### src/rtl/sfx_sequencer_pkg.sv
// Shared types and constants for the sound-effect sequencer and its melody ROM.
package sfx_sequencer_pkg;

  localparam int ROM_DIV_W  = 20;
  localparam int IDX_W      = 4;
  localparam int ROM_ADDR_W = 2 + IDX_W;

  // Song identifiers; a larger value means a higher arbitration priority.
  typedef enum logic [1:0] {
    SONG_DROP = 2'd0,
    SONG_DRAW = 2'd1,
    SONG_WIN  = 2'd2,
    SONG_NONE = 2'd3
  } song_e;

  // Note divisors for a 100 MHz clock: f = f_clk / (2 * (div + 1)).
  localparam logic [ROM_DIV_W-1:0] DIV_C5   = 20'd95555;
  localparam logic [ROM_DIV_W-1:0] DIV_E5   = 20'd75842;
  localparam logic [ROM_DIV_W-1:0] DIV_G5   = 20'd63775;
  localparam logic [ROM_DIV_W-1:0] DIV_C6   = 20'd47777;
  localparam logic [ROM_DIV_W-1:0] DIV_REST = 20'd0;

  // One melody step: divisor, length in beats, and end-of-song marker.
  typedef struct packed {
    logic [ROM_DIV_W-1:0] div;
    logic [3:0]           len;
    logic                 last;
  } rom_entry_t;

  typedef enum logic [1:0] {
    ST_IDLE = 2'd0,
    ST_LOAD = 2'd1,
    ST_PLAY = 2'd2
  } state_e;

  function automatic rom_entry_t mk_entry(input logic [ROM_DIV_W-1:0] div,
                                          input logic [3:0]           len,
                                          input logic                 last);
    rom_entry_t e;
    e.div  = div;
    e.len  = len;
    e.last = last;
    return e;
  endfunction

endpackage

### src/rtl/sfx_rom.sv
// Melody ROM: 4 songs x 16 steps, addressed by {song, idx}, one-cycle registered read.
module sfx_rom
  import sfx_sequencer_pkg::*;
(
  input  logic                  clk,
  input  logic                  rst_n,
  input  logic [ROM_ADDR_W-1:0] addr_i,
  output rom_entry_t            data_o
);

  rom_entry_t word_d;
  rom_entry_t word_q;

  // Constant melody table; unlisted addresses (including song 3) read as a final rest.
  always_comb begin
    // NOTE: every path of a combinational block assigns its outputs (default first), so no latch is inferred.
    word_d = mk_entry(DIV_REST, 4'd1, 1'b1);
    case (addr_i)
      {SONG_DROP, 4'd0}: word_d = mk_entry(DIV_G5,   4'd1, 1'b0);
      {SONG_DROP, 4'd1}: word_d = mk_entry(DIV_C6,   4'd1, 1'b1);
      {SONG_DRAW, 4'd0}: word_d = mk_entry(DIV_G5,   4'd2, 1'b0);
      {SONG_DRAW, 4'd1}: word_d = mk_entry(DIV_E5,   4'd2, 1'b0);
      {SONG_DRAW, 4'd2}: word_d = mk_entry(DIV_C5,   4'd4, 1'b1);
      {SONG_WIN,  4'd0}: word_d = mk_entry(DIV_C5,   4'd1, 1'b0);
      {SONG_WIN,  4'd1}: word_d = mk_entry(DIV_E5,   4'd1, 1'b0);
      {SONG_WIN,  4'd2}: word_d = mk_entry(DIV_G5,   4'd1, 1'b0);
      {SONG_WIN,  4'd3}: word_d = mk_entry(DIV_C6,   4'd2, 1'b0);
      {SONG_WIN,  4'd4}: word_d = mk_entry(DIV_REST, 4'd1, 1'b0);
      {SONG_WIN,  4'd5}: word_d = mk_entry(DIV_C6,   4'd4, 1'b1);
      default:           word_d = mk_entry(DIV_REST, 4'd1, 1'b1);
    endcase
  end

  // Registered read port.
  always_ff @(posedge clk or negedge rst_n) begin
    // NOTE: only the read register is reset; the table itself is constant logic, not storage.
    if (!rst_n) word_q <= '0;
    else        word_q <= word_d;
  end

  assign data_o = word_q;

endmodule

### src/rtl/sfx_sequencer.sv
// Sound-effect sequencer: arbitrates game-event requests and steps a melody from
// the ROM, driving the note generator divisor and the codec mute flag.
module sfx_sequencer
  import sfx_sequencer_pkg::*;
#(
  parameter int BEAT_CYCLES = 5_000_000,
  parameter int DIV_W       = 20
) (
  input  logic             clk,
  input  logic             rst_n,
  input  logic             req_drop,
  input  logic             req_draw,
  input  logic             req_win,
  output logic [DIV_W-1:0] note_div,
  output logic             mute,
  output logic             busy,
  output logic             done
);

  localparam int CNT_W = (BEAT_CYCLES > 1) ? $clog2(BEAT_CYCLES) : 1;
  localparam logic [CNT_W-1:0] BEAT_LAST = CNT_W'(BEAT_CYCLES - 1);
  localparam logic [IDX_W-1:0] IDX_LAST  = '1;

  state_e             state_q,    state_d;
  song_e              song_q,     song_d;
  logic [IDX_W-1:0]   idx_q,      idx_d;
  logic [CNT_W-1:0]   beat_cnt_q, beat_cnt_d;
  logic [3:0]         beats_q,    beats_d;
  logic [DIV_W-1:0]   note_div_q, note_div_d;
  logic               mute_q,     mute_d;
  logic               done_q,     done_d;

  logic               req_valid;
  song_e              req_song;
  logic               preempt;
  rom_entry_t         rom_entry;

  // Fixed-priority request decode: win > draw > drop.
  always_comb begin
    req_valid = req_win | req_draw | req_drop;
    req_song  = SONG_DROP;
    if (req_win)       req_song = SONG_WIN;
    else if (req_draw) req_song = SONG_DRAW;
    preempt = req_valid && (req_song > song_q);
  end

  // The ROM is addressed with the next song/index so its data is ready during LOAD.
  sfx_rom u_rom (
    .clk    (clk),
    .rst_n  (rst_n),
    .addr_i ({song_d, idx_d}),
    .data_o (rom_entry)
  );

  // Next-state logic: arbitration, note loading and beat timing.
  always_comb begin
    state_d    = state_q;
    song_d     = song_q;
    idx_d      = idx_q;
    beat_cnt_d = beat_cnt_q;
    beats_d    = beats_q;
    note_div_d = note_div_q;
    mute_d     = mute_q;
    done_d     = 1'b0;

    case (state_q)
      ST_IDLE: begin
        if (req_valid) begin
          song_d  = req_song;
          idx_d   = '0;
          state_d = ST_LOAD;
        end
      end

      ST_LOAD: begin
        if (preempt) begin
          // Restart on the new song; outputs keep the old note meanwhile.
          song_d = req_song;
          idx_d  = '0;
        end else begin
          if (rom_entry.div == DIV_REST) begin
            note_div_d = '0;
            mute_d     = 1'b1;
          end else begin
            note_div_d = DIV_W'(rom_entry.div);
            mute_d     = 1'b0;
          end
          beat_cnt_d = '0;
          beats_d    = (rom_entry.len == 4'd0) ? 4'd1 : rom_entry.len;
          state_d    = ST_PLAY;
        end
      end

      ST_PLAY: begin
        if (preempt) begin
          song_d  = req_song;
          idx_d   = '0;
          state_d = ST_LOAD;
        end else if (beat_cnt_q == BEAT_LAST) begin
          beat_cnt_d = '0;
          if (beats_q <= 4'd1) begin
            if (rom_entry.last || (idx_q == IDX_LAST)) begin
              note_div_d = '0;
              mute_d     = 1'b1;
              done_d     = 1'b1;
              state_d    = ST_IDLE;
            end else begin
              idx_d   = idx_q + IDX_W'(1);
              state_d = ST_LOAD;
            end
          end else begin
            beats_d = beats_q - 4'd1;
          end
        end else begin
          beat_cnt_d = beat_cnt_q + CNT_W'(1);
        end
      end

      default: state_d = ST_IDLE;
    endcase
  end

  // State and output registers.
  always_ff @(posedge clk or negedge rst_n) begin
    // NOTE: sequential state uses non-blocking assignments so all registers update from pre-edge values.
    if (!rst_n) begin
      state_q    <= ST_IDLE;
      song_q     <= SONG_DROP;
      idx_q      <= '0;
      beat_cnt_q <= '0;
      beats_q    <= '0;
      note_div_q <= '0;
      mute_q     <= 1'b1;
      done_q     <= 1'b0;
    end else begin
      state_q    <= state_d;
      song_q     <= song_d;
      idx_q      <= idx_d;
      beat_cnt_q <= beat_cnt_d;
      beats_q    <= beats_d;
      note_div_q <= note_div_d;
      mute_q     <= mute_d;
      done_q     <= done_d;
    end
  end

  assign note_div = note_div_q;
  assign mute     = mute_q;
  assign busy     = (state_q != ST_IDLE);
  assign done     = done_q;

endmodule

### config.mk
export PLATFORM = sky130hd
export DESIGN_NAME = sfx_sequencer
export DESIGN_NICKNAME = d
export VERILOG_FILES = /design/src/rtl/sfx_sequencer_pkg.sv /design/src/rtl/sfx_rom.sv /design/src/rtl/sfx_sequencer.sv
export SDC_FILE = /design/constraint.sdc
export NUM_CORES = 1
export LEC_CHECK = 0
export ABC_AREA = 1
export CELL_PAD_IN_SITES_DETAIL_PLACEMENT = 0
export CELL_PAD_IN_SITES_GLOBAL_PLACEMENT = 1
export CORE_ASPECT_RATIO = 0.6
export CORE_UTILIZATION = 40
export CTS_CLUSTER_SIZE = 10
export DETAILED_ROUTE_END_ITERATION = 8
export GPL_TIMING_DRIVEN = 0
export PLACE_DENSITY_LB_ADDON = 0.15
export SLEW_MARGIN = 10
export SYNTH_ARGS = -nofsm -noshare
export SYNTH_HDL_FRONTEND = slang
export SYNTH_HIERARCHICAL = 1
export SYNTH_SLANG_ARGS = --single-unit
### constraint.sdc
create_clock -name clk -period 2.1 [get_ports clk]
set_input_delay 0.42 -clock clk [delete_from_list [all_inputs] [get_ports clk]]
set_output_delay 0.42 -clock clk [all_outputs]
set_load 0.01 [all_outputs]
==> metrics.txt, run 1 <==
Worst VDD drop=0.000818 V; main combinational cell family by area after synthesis=simple AND/OR/NAND/NOR gates; Setup TNS=-1.42 ns; Worst-Margin Slew=0.539 ns; critical path type=reg2reg; post-synth top area cell=dfrtp_1; CTS tree=built; Routed WL=12.6 mm; Initial Utilization=0.422; violations in the final reports=hold timing, setup timing; CP cell instances=ha_4, nand3_4, nor2_4, nand3_2, nor2_4, nand3_2, nor2_2, nand3_2, nand2_4, nor2_4, and2_4, nand2_4, nand2_4, nor2_4, nand3_2; antenna cells=0; register area=1780 um^2; DR vias=4251; Synth area leaders=dfrtp_1, nand2_1, nor2_1; DRT iter0 DRCs=409; Multi-input gate area=2580 um^2; GRT Overall Usage=0.235; P_leak=2.76 nW; Vias per Instance=5.23; Port Buffers=27; Achievable Freq=0.441 GHz; die area=11100 um^2; Power Density=1280 nW/um^2; EDFF count, synth=0; Post-Syn Area=4250 um^2; layout cells sized above 1=0.330; Final Cycle Share=1.08; die width=135 um; design area=5960 um^2; hold buffers post-CTS=0; Max-cap violations=0; gr ovfl total=0; FF-to-FF path depth=15; Mapped Cells=576; Tmin final=2.27 ns; core area=10100 um^2; DP HPWL=8.82 mm; Slowest cell on crit path=dfrtp_2; top cell type's share of synthesized area=0.412; hold_ws=-0.00302 ns; P&R area growth vs syn=40.2%; average wire per standard cell=15.5 um; Worst Setup End Kind=flop; vias in the first global route=3716; # clock sinks=71; Clock Root Buffer=clkbuf_16; Slew Limit Fails=0; Clock Path Buffers=2; Worst EP arrival=2.46 ns; initial antenna violation count=0; simple-gate portion of the synthesized area=0.374; final hold vios=1; row cnt=28; Pwr Total=0.00761 W; Avg Synthesized Cell Area=7.39 um^2; Largest stage delay, worst path=0.39 ns; mux contribution to synthesized area=0.00235; GPL Wtd Cong=0.918; register area share after synthesis=0.418; setup ws final=-0.167 ns; post-synthesis xor/xnor area fraction=0.00824; Worst-path clk slew=0.06 ns; ys flop type=dfrtp_1; CTS Buf Count=9; startpoint types=flop; residual DRC count=0; yosys warns=6; H-tree Lvls=3; DR pass1 iterations=6; post-route ant nets=0; Unique masters post-synth=41; worst skew pair latency=0.33 ns; RSZ-0062 raised after global routing=yes; status=finished with violations; Final nets=688; share of synthesized registers carrying an async set or reset=1.00; first-pass GRT wire length=19.3 mm; Finish-stage setup viols=13; Crit Path Max Fanout=5; DP Area=4830 um^2; Slew HR=0.638; Die Ht=81.9 um; Compound-Gate Fraction of Synth Area=0.0726; Worst Path Required=2.30 ns; Hold Path Class=in2async; Fillers=902; I/O pins=28; post-place setup slack=-0.892 ns; largest net degree at the start of global routing=49; #FFs+latches synth=71; worst clock skew=0.00416 ns; post-synthesis adder-cell area fraction=0.0294
[final cells by class]
type,count,area share
buffer,19,0.0250
clock buffer,13,0.0453
clock inverter,3,0.00294
inverter,68,0.0445
multi-input combinational,421,0.432
sequential,71,0.299
tap,135,0.0283
timing repair buffer,83,0.123
[stage by stage]
stage               cells  utilization
CTS                   792        0.553
detailed placement    742        0.479
finish                813        0.591
global route          813        0.591
floorplan             579            -
global placement      741        0.477
[worst max-delay path, delay by kind of cell (launching register included)]
family                     cells  cell delay [ns]
adders and majority gates      1             0.20
DFF                            1             0.39
and+or+nand+nor               14             1.52
[worst paths after layout]
path	start	end	slack, ns
min	rst_n	beat_cnt_q[12]	-0.003
min reg2reg	mute	mute	0.46
max reg2reg	beat_cnt_q[0]	u_rom/data_o[16]	-0.17
max	beat_cnt_q[0]	u_rom/data_o[16]	-0.17
max in group asynchronous	rst_n	mute	1.50
min in group clk	mute	mute	0.46
[routing by layer]
metal,global-route usage,vias up,routed length [um]
met5,0,-,0
met4,0.0461,0,83
met3,0.0759,7,1160
met2,0.305,164,4820
met1,0.365,2026,6510
li1,-,2054,-
[cell families (layout without fill, tap and decap cells)]
| logic type | after synthesis | count (layout) |
|---|---|---|
| compound gates | 57 | 57 |
| xor+xnor | 4 | 4 |
| fa+ha+maj | 10 | 10 |
| buf+inv | 88 | 186 |
| flops | 71 | 71 |
| mux | 1 | 1 |
| other cells | 1 | 4 |
| simple gates | 344 | 345 |
[Yosys cell counts (2+ instances only)]
library cell and count:
nand2_4 3, inv_2 6, buf_4 13, nand2_2 9, nand3_1 46, nand3b_1 3, nor2_1 62, o21ai_0 32
ha_1 10, buf_2 3, nand4_1 23, nand2_1 162, a21oi_1 17, o21ai_2 3, nor2_4 5, xor2_1 3
inv_1 61, nor3_1 16, nand3_2 3, dfrtp_1 70, nor2_2 5, nor4_1 2
[repair_timing]
item	in CTS	in global routing
buffers inserted	33	22
gates cloned	1	0
setup endpoints to repair	61	53
pin swaps	25	33
resized for setup	62	61
hold endpoints to repair	0	0
[registers in the layout, summed over array words and instances, names as in the netlist]
signal        flops
mute              1
note_div         20
song_q            2
state_q           2
done              1
beats_q           4
beat_cnt_q       23
u_rom/data_o     14
idx_q             4
[layout by cell type, fill, tap and decap left out, drive strengths merged, types with 3 or more instances in the layout]
| cell | instances |
|---|---|
| a21oi | 18 |
| buf | 76 |
| clkbuf | 14 |
| clkdlybuf4s50 | 23 |
| clkinv | 3 |
| conb | 4 |
| dfrtp | 70 |
| ha | 10 |
| inv | 67 |
| nand2 | 174 |
| nand3 | 49 |
| nand3b | 3 |
| nand4 | 24 |
| nor2 | 74 |
| nor3 | 16 |
| o21ai | 35 |
| xor2 | 3 |
[report_power, final]
group	internal, W	switching, W
sequential	0.00176	0.000260
combinational	0.00175	0.00238
clock	0.000892	0.000564
total	0.00441	0.00321
(Power assumes the default switching activity.)
==> inputs of run 2 (changes only) <==
Settings changed: SKIP_CTS_REPAIR_TIMING set to 1.
==> metrics.txt, run 2 (synthesis results as in run 1) <==
Worst Setup End Kind=flop; Multi-input gate area=2460 um^2 (-4.7%); Tmin final=2.43 ns (+0.164 ns); Max-cap violations=0 (unchanged); most frequent cells in the layout=nand2_1, dfrtp_1, nor2_1; status=finished with violations; Achievable Freq=0.411 GHz (-6.7%); RSZ-0062 raised after global routing=yes; violations in the final reports=hold timing, setup timing; Clk pwr share=0.200 (+0.009); die width=135 um (unchanged); DP HPWL=8.82 mm (unchanged); CTS tree=built; worst skew pair latency=0.33 ns (about the same); core area=10100 um^2 (unchanged); Clock Root Buffer=clkbuf_16; Inst Count DP=742 (unchanged); P_sw=0.00309 W (-3.6%); hold_ws=-0.00350 ns (-0.000474 ns); Routed WL=12.1 mm (-3.4%); # clock sinks=71 (unchanged); CTS Buf Count=9 (unchanged); Worst-Margin Slew=0.561 ns (+0.0217 ns); register area=1780 um^2 (-0.28%); Power Density=1280 nW/um^2 (+0.51%); H-tree Lvls=3 (unchanged); P_leak=2.65 nW (-3.8%); Worst-path clk slew=0.06 ns (about the same); residual DRC count=0 (unchanged); Final nets=667 (-3.1%); Fillers=937 (+3.9%); commonest non-fill, non-tap cell in the layout=nand2_1; Largest stage delay, worst path=0.45 ns (+0.06 ns); GPL Wtd Cong=0.918 (unchanged); Slew Limit Fails=0 (unchanged); average wire per standard cell=15.3 um (-0.87%); initial antenna violation count=0 (unchanged); max reg flops=23 (unchanged); GRT Overall Usage=0.221 (-0.0136); Slowest cell on crit path=clkdlybuf4s50_1; critical path type=in2reg; Slew HR=0.623 (-0.0146); Net Sw Frac=0.425 (+0.00371); Hold Path Class=in2async; worst clock skew=0.00556 ns (+0.00140 ns); DR vias=4101 (-3.5%); Worst R2R Start=beat_cnt_q[0]; cell mode on critical path=nand2_1; post-route ant nets=0 (unchanged); Worst EP arrival=2.65 ns (+0.19 ns); P&R area growth vs syn=33.3%; die area=11100 um^2 (unchanged); Die Ht=81.9 um (unchanged); Initial Utilization=0.422 (unchanged); antenna cells=0 (unchanged); Worst VDD drop=0.000753 V (-8.0%); Vias per Instance=5.18 (-0.97%); setup ws final=-0.331 ns (-0.164 ns); final hold vios=1 (unchanged); Final Cycle Share=1.16 (+0.0780); Finish-stage setup viols=14 (+1); startpoint types=input port; I/O pins=28 (unchanged); Crit. Startpoint=req_drop; P_int=0.00419 W (-5.0%); gr ovfl total=0 (unchanged); Port Buffers=27 (unchanged); Flop pwr share=0.277 (+0.011); Worst Path Required=2.32 ns (+0.02 ns); largest register by flop count=beat_cnt_q; DRT iter0 DRCs=341 (-17%); Crit Path Max Fanout=6 (+1); first-pass GRT wire length=18.2 mm (-5.7%); vias in the first global route=3441 (-7.4%); row cnt=28 (unchanged); layout cells sized above 1=0.256 (-0.0747); DR pass1 iterations=5 (-1); Layout Cells excl Fill=792 (-2.6%); CP cell instances=clkdlybuf4s50_1, inv_1, nand2_1, inv_1, nand2_1, nand2_1, a21oi_1, nand2_2, nor2_4, buf_4, nand3_2, nand3_4, nor2_1, nand2_2, nand2_1; largest net degree at the start of global routing=49 (unchanged); combinational share of power=0.523 (-0.020); Clock Path Buffers=2 (unchanged)
-- run 2: cell types whose count changed in the layout (fill, tap and decap cells not counted), moves of 6 or more --
| cell | change |
|---|---|
| buf_4 | -19 |
| inv_2 | -8 |
| nand3_2 | -6 |
| nand2_2 | -7 |
| nand2_1 | +7 |
| nand3_1 | +8 |
| inv_1 | +9 |
-- run 2: metrics by stage --
step | power [W] | util | worst slack [ns] | TNS, ns | cell area (um^2)
floorplan | 0.00416 | - | 0.00477 | 0 | 4370
global placement | 0.00515 | 0.477 | -1.95 | -173.41 | 4810
detailed placement | 0.00519 | 0.479 | -0.892 | -37.64 | 4830
CTS | 0.00667 | 0.508 | -0.632 | -16.35 | 5120
global route | 0.00782 | 0.562 | -0.409 | -4.65 | 5670
finish | 0.00728 | 0.562 | -0.331 | -3.08 | 5670
-- run 2: area by class of cell --
type,count,area share
multi-input cells,420,0.433
clock inverters,3,0.00309
inverters,68,0.0468
clock buffers,13,0.0477
repair buffers,62,0.0986
flip-flops and latches,71,0.314
well taps,135,0.0298
plain buffers,20,0.0274
-- run 2: path summary, 6_finish.rpt --
| kind | to | slack [ns] | cells past startpoint |
|---|---|---|---|
| worst max-delay path | u_rom/data_o[0] | -0.33 | 15 |
| max in group asynchronous | mute | 1.50 | 2 |
| min in group clk | mute | 0.46 | 2 |
| worst min-delay path | beat_cnt_q[12] | -0.003 | 1 |
| worst max register to register | u_rom/data_o[0] | -0.30 | 15 |
| worst min register to register | mute | 0.46 | 2 |
-- run 2: power groups by stage --
stage | Combinational (W) | Sequential [W] | Clock, W
floorplan | 0.00209 | 0.00206 | 0
global placement | 0.00313 | 0.00202 | 0
detailed placement | 0.00316 | 0.00204 | 0
CTS | 0.00317 | 0.00201 | 0.00149
global route | 0.00420 | 0.00207 | 0.00155
finish | 0.00381 | 0.00201 | 0.00145
-- run 2: routing by layer --
| layer | vias to the layer above | wire, um | global-route usage |
|---|---|---|---|
| met5 | - | 0 | 0 |
| met4 | 0 | 76 | 0.0449 |
| met3 | 7 | 992 | 0.0728 |
| met2 | 152 | 4460 | 0.266 |
| met1 | 1934 | 6620 | 0.359 |
| li1 | 2008 | - | - |
-- run 2: worst max-delay path, delay by kind of cell --
kind                   cells  cell delay [ns]
AOI/OAI and AO/OA          1             0.27
and+or+nand+nor           10             1.21
buffers and inverters      4             0.75
==> inputs of run 3 (changes only) <==
Settings changed: CORE_UTILIZATION 40 to 48.
Clock period 2.1 ns to 2.9 ns, I/O delays scaled along.
==> metrics.txt, run 3 (synthesis results as in run 1) <==
status=finished, final reports clean; DRT iter0 DRCs=437 (+28%); Tmin final=2.78 ns; Largest stage delay, worst path=0.46 ns (about the same); worst skew pair latency=0.34 ns (about the same); average wire per standard cell=14.8 um (-3.2%); DR vias=3886 (-5.2%); GRT Overall Usage=0.255 (+0.0337); Initial Utilization=0.497 (+0.0756); worst reg-to-reg setup slack=0.16 ns (+0.46 ns); P_sw=0.00204 W (-34%); row cnt=26 (-7.1%); Worst EP arrival=3.00 ns (+0.35 ns); I/O pins=28 (unchanged); initial antenna violation count=0 (unchanged); largest register by flop count=beat_cnt_q; residual DRC count=0 (unchanged); P_int=0.00290 W (-31%); core area=8560 um^2 (-15%); vias in the first global route=3305 (-4.0%); Power Density=959 nW/um^2 (-25%); DR WL met3=932 um (-6.0%); most frequent cells in the layout=nand2_1, dfrtp_1, nor2_1; antenna cells=0 (unchanged); Clock Path Buffers=2 (unchanged); Worst Path Required=3.12 ns (+0.80 ns); Worst R2R Start=beat_cnt_q[0]; Clk pwr share=0.241 (+0.041); Setup TNS=0 ns (+3.08 ns); Finish-stage setup viols=0 (-14); Inst Count DP=719 (-3.1%); Clock Root Buffer=clkbuf_16; gr ovfl total=0 (unchanged); first-pass GRT wire length=17.4 mm (-4.5%); Worst-path clk slew=0.06 ns (about the same); Slew Limit Fails=0 (unchanged); P_leak=2.46 nW (-7.5%); worst clock skew=0.00538 ns (-0.000180 ns); Crit Path Max Fanout=8 (+2); layout cells sized above 1=0.154 (-0.101); commonest non-fill, non-tap cell in the layout=nand2_1; FF-to-FF End=u_rom/data_o[1]; Flop pwr share=0.294 (+0.017); Die Ht=74.9 um (-8.5%); Worst VDD drop=0.000485 V (-36%); final hold vios=0 (-1); delay-heaviest family, CP=simple AND/OR/NAND/NOR gates; startpoint types=input port; DP HPWL=8.40 mm (-4.7%); met1 wire length=6.11 mm (-7.6%); Layout Cells excl Fill=741 (-6.4%); metal2 WL=3.88 mm (-13%); max reg flops=23 (unchanged); Routed WL=11.0 mm (-9.4%); Achievable Freq=0.360 GHz; Worst-Margin Slew=0.555 ns (-0.00599 ns); largest net degree at the start of global routing=46 (-6.1%); # clock sinks=71 (unchanged); post-route ant nets=0 (unchanged); FF-to-FF path depth=15 (unchanged); Max-cap violations=0 (unchanged); Final Cycle Share=0.959; Net Sw Frac=0.413 (-0.0117); Final nets=639 (-4.2%); GPL Wtd Cong=0.954 (+3.9%); Slowest cell on crit path=clkdlybuf4s50_1; cell mode on critical path=nand2_1; P&R area growth vs syn=21.1%; Vias per Instance=5.24 (+1.3%); critical path type=in2reg; Hold Path Class=in2async; combinational share of power=0.465 (-0.058); die area=9260 um^2 (-16%); CTS tree=built; CTS Buf Count=9 (unchanged); die width=124 um (-8.6%); highest routed layer=met4; Final Core Density=0.602 (+0.0402); crit path buf inv count=4 (unchanged); Worst Setup End Kind=flop; Port Buffers=27 (unchanged); Slew HR=0.627 (+0.00346); DR pass1 iterations=5 (unchanged); CP cell instances=clkdlybuf4s50_1, inv_1, nand2_1, ha_1, nand2_1, nand3_4, inv_2, nand2_1, o21ai_1, nand4_1, o21ai_2, inv_1, nor2_4, nand3_2, nand3_2, nor2_1, nand2_2, nand2_1; H-tree Lvls=3 (unchanged)
run 3: changes by cell type in the layout (fill, tap and decap cells not counted), moves of 4 or more:
cell | before | now
ha_1 | 6 | 10
nor2_4 | 12 | 6
nand2_1 | 152 | 159
ha_4 | 4 | 0
nand3_1 | 33 | 38
inv_2 | 17 | 7
nand3_4 | 7 | 1
nand2_4 | 11 | 3
inv_1 | 48 | 60
buf_4 | 46 | 20
nor2_1 | 54 | 61
run 3: power by group through the flow:
stage                     logic, W  registers (W)  clock network, W
after floorplan            0.00142        0.00149                 0
after global placement     0.00213        0.00146                 0
after detailed placement   0.00217        0.00147                 0
after CTS                  0.00218        0.00145           0.00122
after global routing       0.00258        0.00149           0.00125
final                      0.00230        0.00146           0.00119
run 3: how the worst max path moves through the flow:
stage | startpoint | end | slack, ns | cells past startpoint
finish | req_win | u_rom/data_o[1] | 0.12 | 18
detailed placement | req_win | u_rom/data_o[1] | -0.35 | 18
floorplan | req_win | u_rom/data_o[0] | 0.49 | 17
global route | req_win | u_rom/data_o[1] | -0.05 | 18
global placement | rst_n | u_rom/data_o[20] | -1.27 | 1
CTS | req_win | u_rom/data_o[1] | -0.02 | 18
run 3: routing by layer:
layer / vias to the layer above / global-route usage
met5: - / 0
met1: 1801 / 0.419
met3: 9 / 0.0909
li1: 1949 / -
met4: 0 / 0.0576
met2: 127 / 0.299
run 3: area by class of cell:
class / instances / area [um^2]
plain buffers: 20 / 146
clock buffers: 9 / 225
clock inverters: 7 / 95.1
fillers: 797 / 3400
inverters: 68 / 255
multi-input cells: 420 / 2170
flip-flops and latches: 71 / 1780
well taps: 112 / 140
repair buffers: 34 / 340
run 3: metrics by stage:
| stage | hold WS, ns | setup slack (ns) | total power [W] | cell area, um^2 |
|---|---|---|---|---|
| floorplan | 0.284 | 0.489 | 0.00291 | 4270 |
| global placement | 0.452 | -1.27 | 0.00359 | 4680 |
| detailed placement | 0.453 | -0.353 | 0.00363 | 4700 |
| CTS | 0.167 | -0.0230 | 0.00485 | 5020 |
| global route | 0.183 | -0.0490 | 0.00533 | 5150 |
| finish | 0.162 | 0.119 | 0.00494 | 5150 |
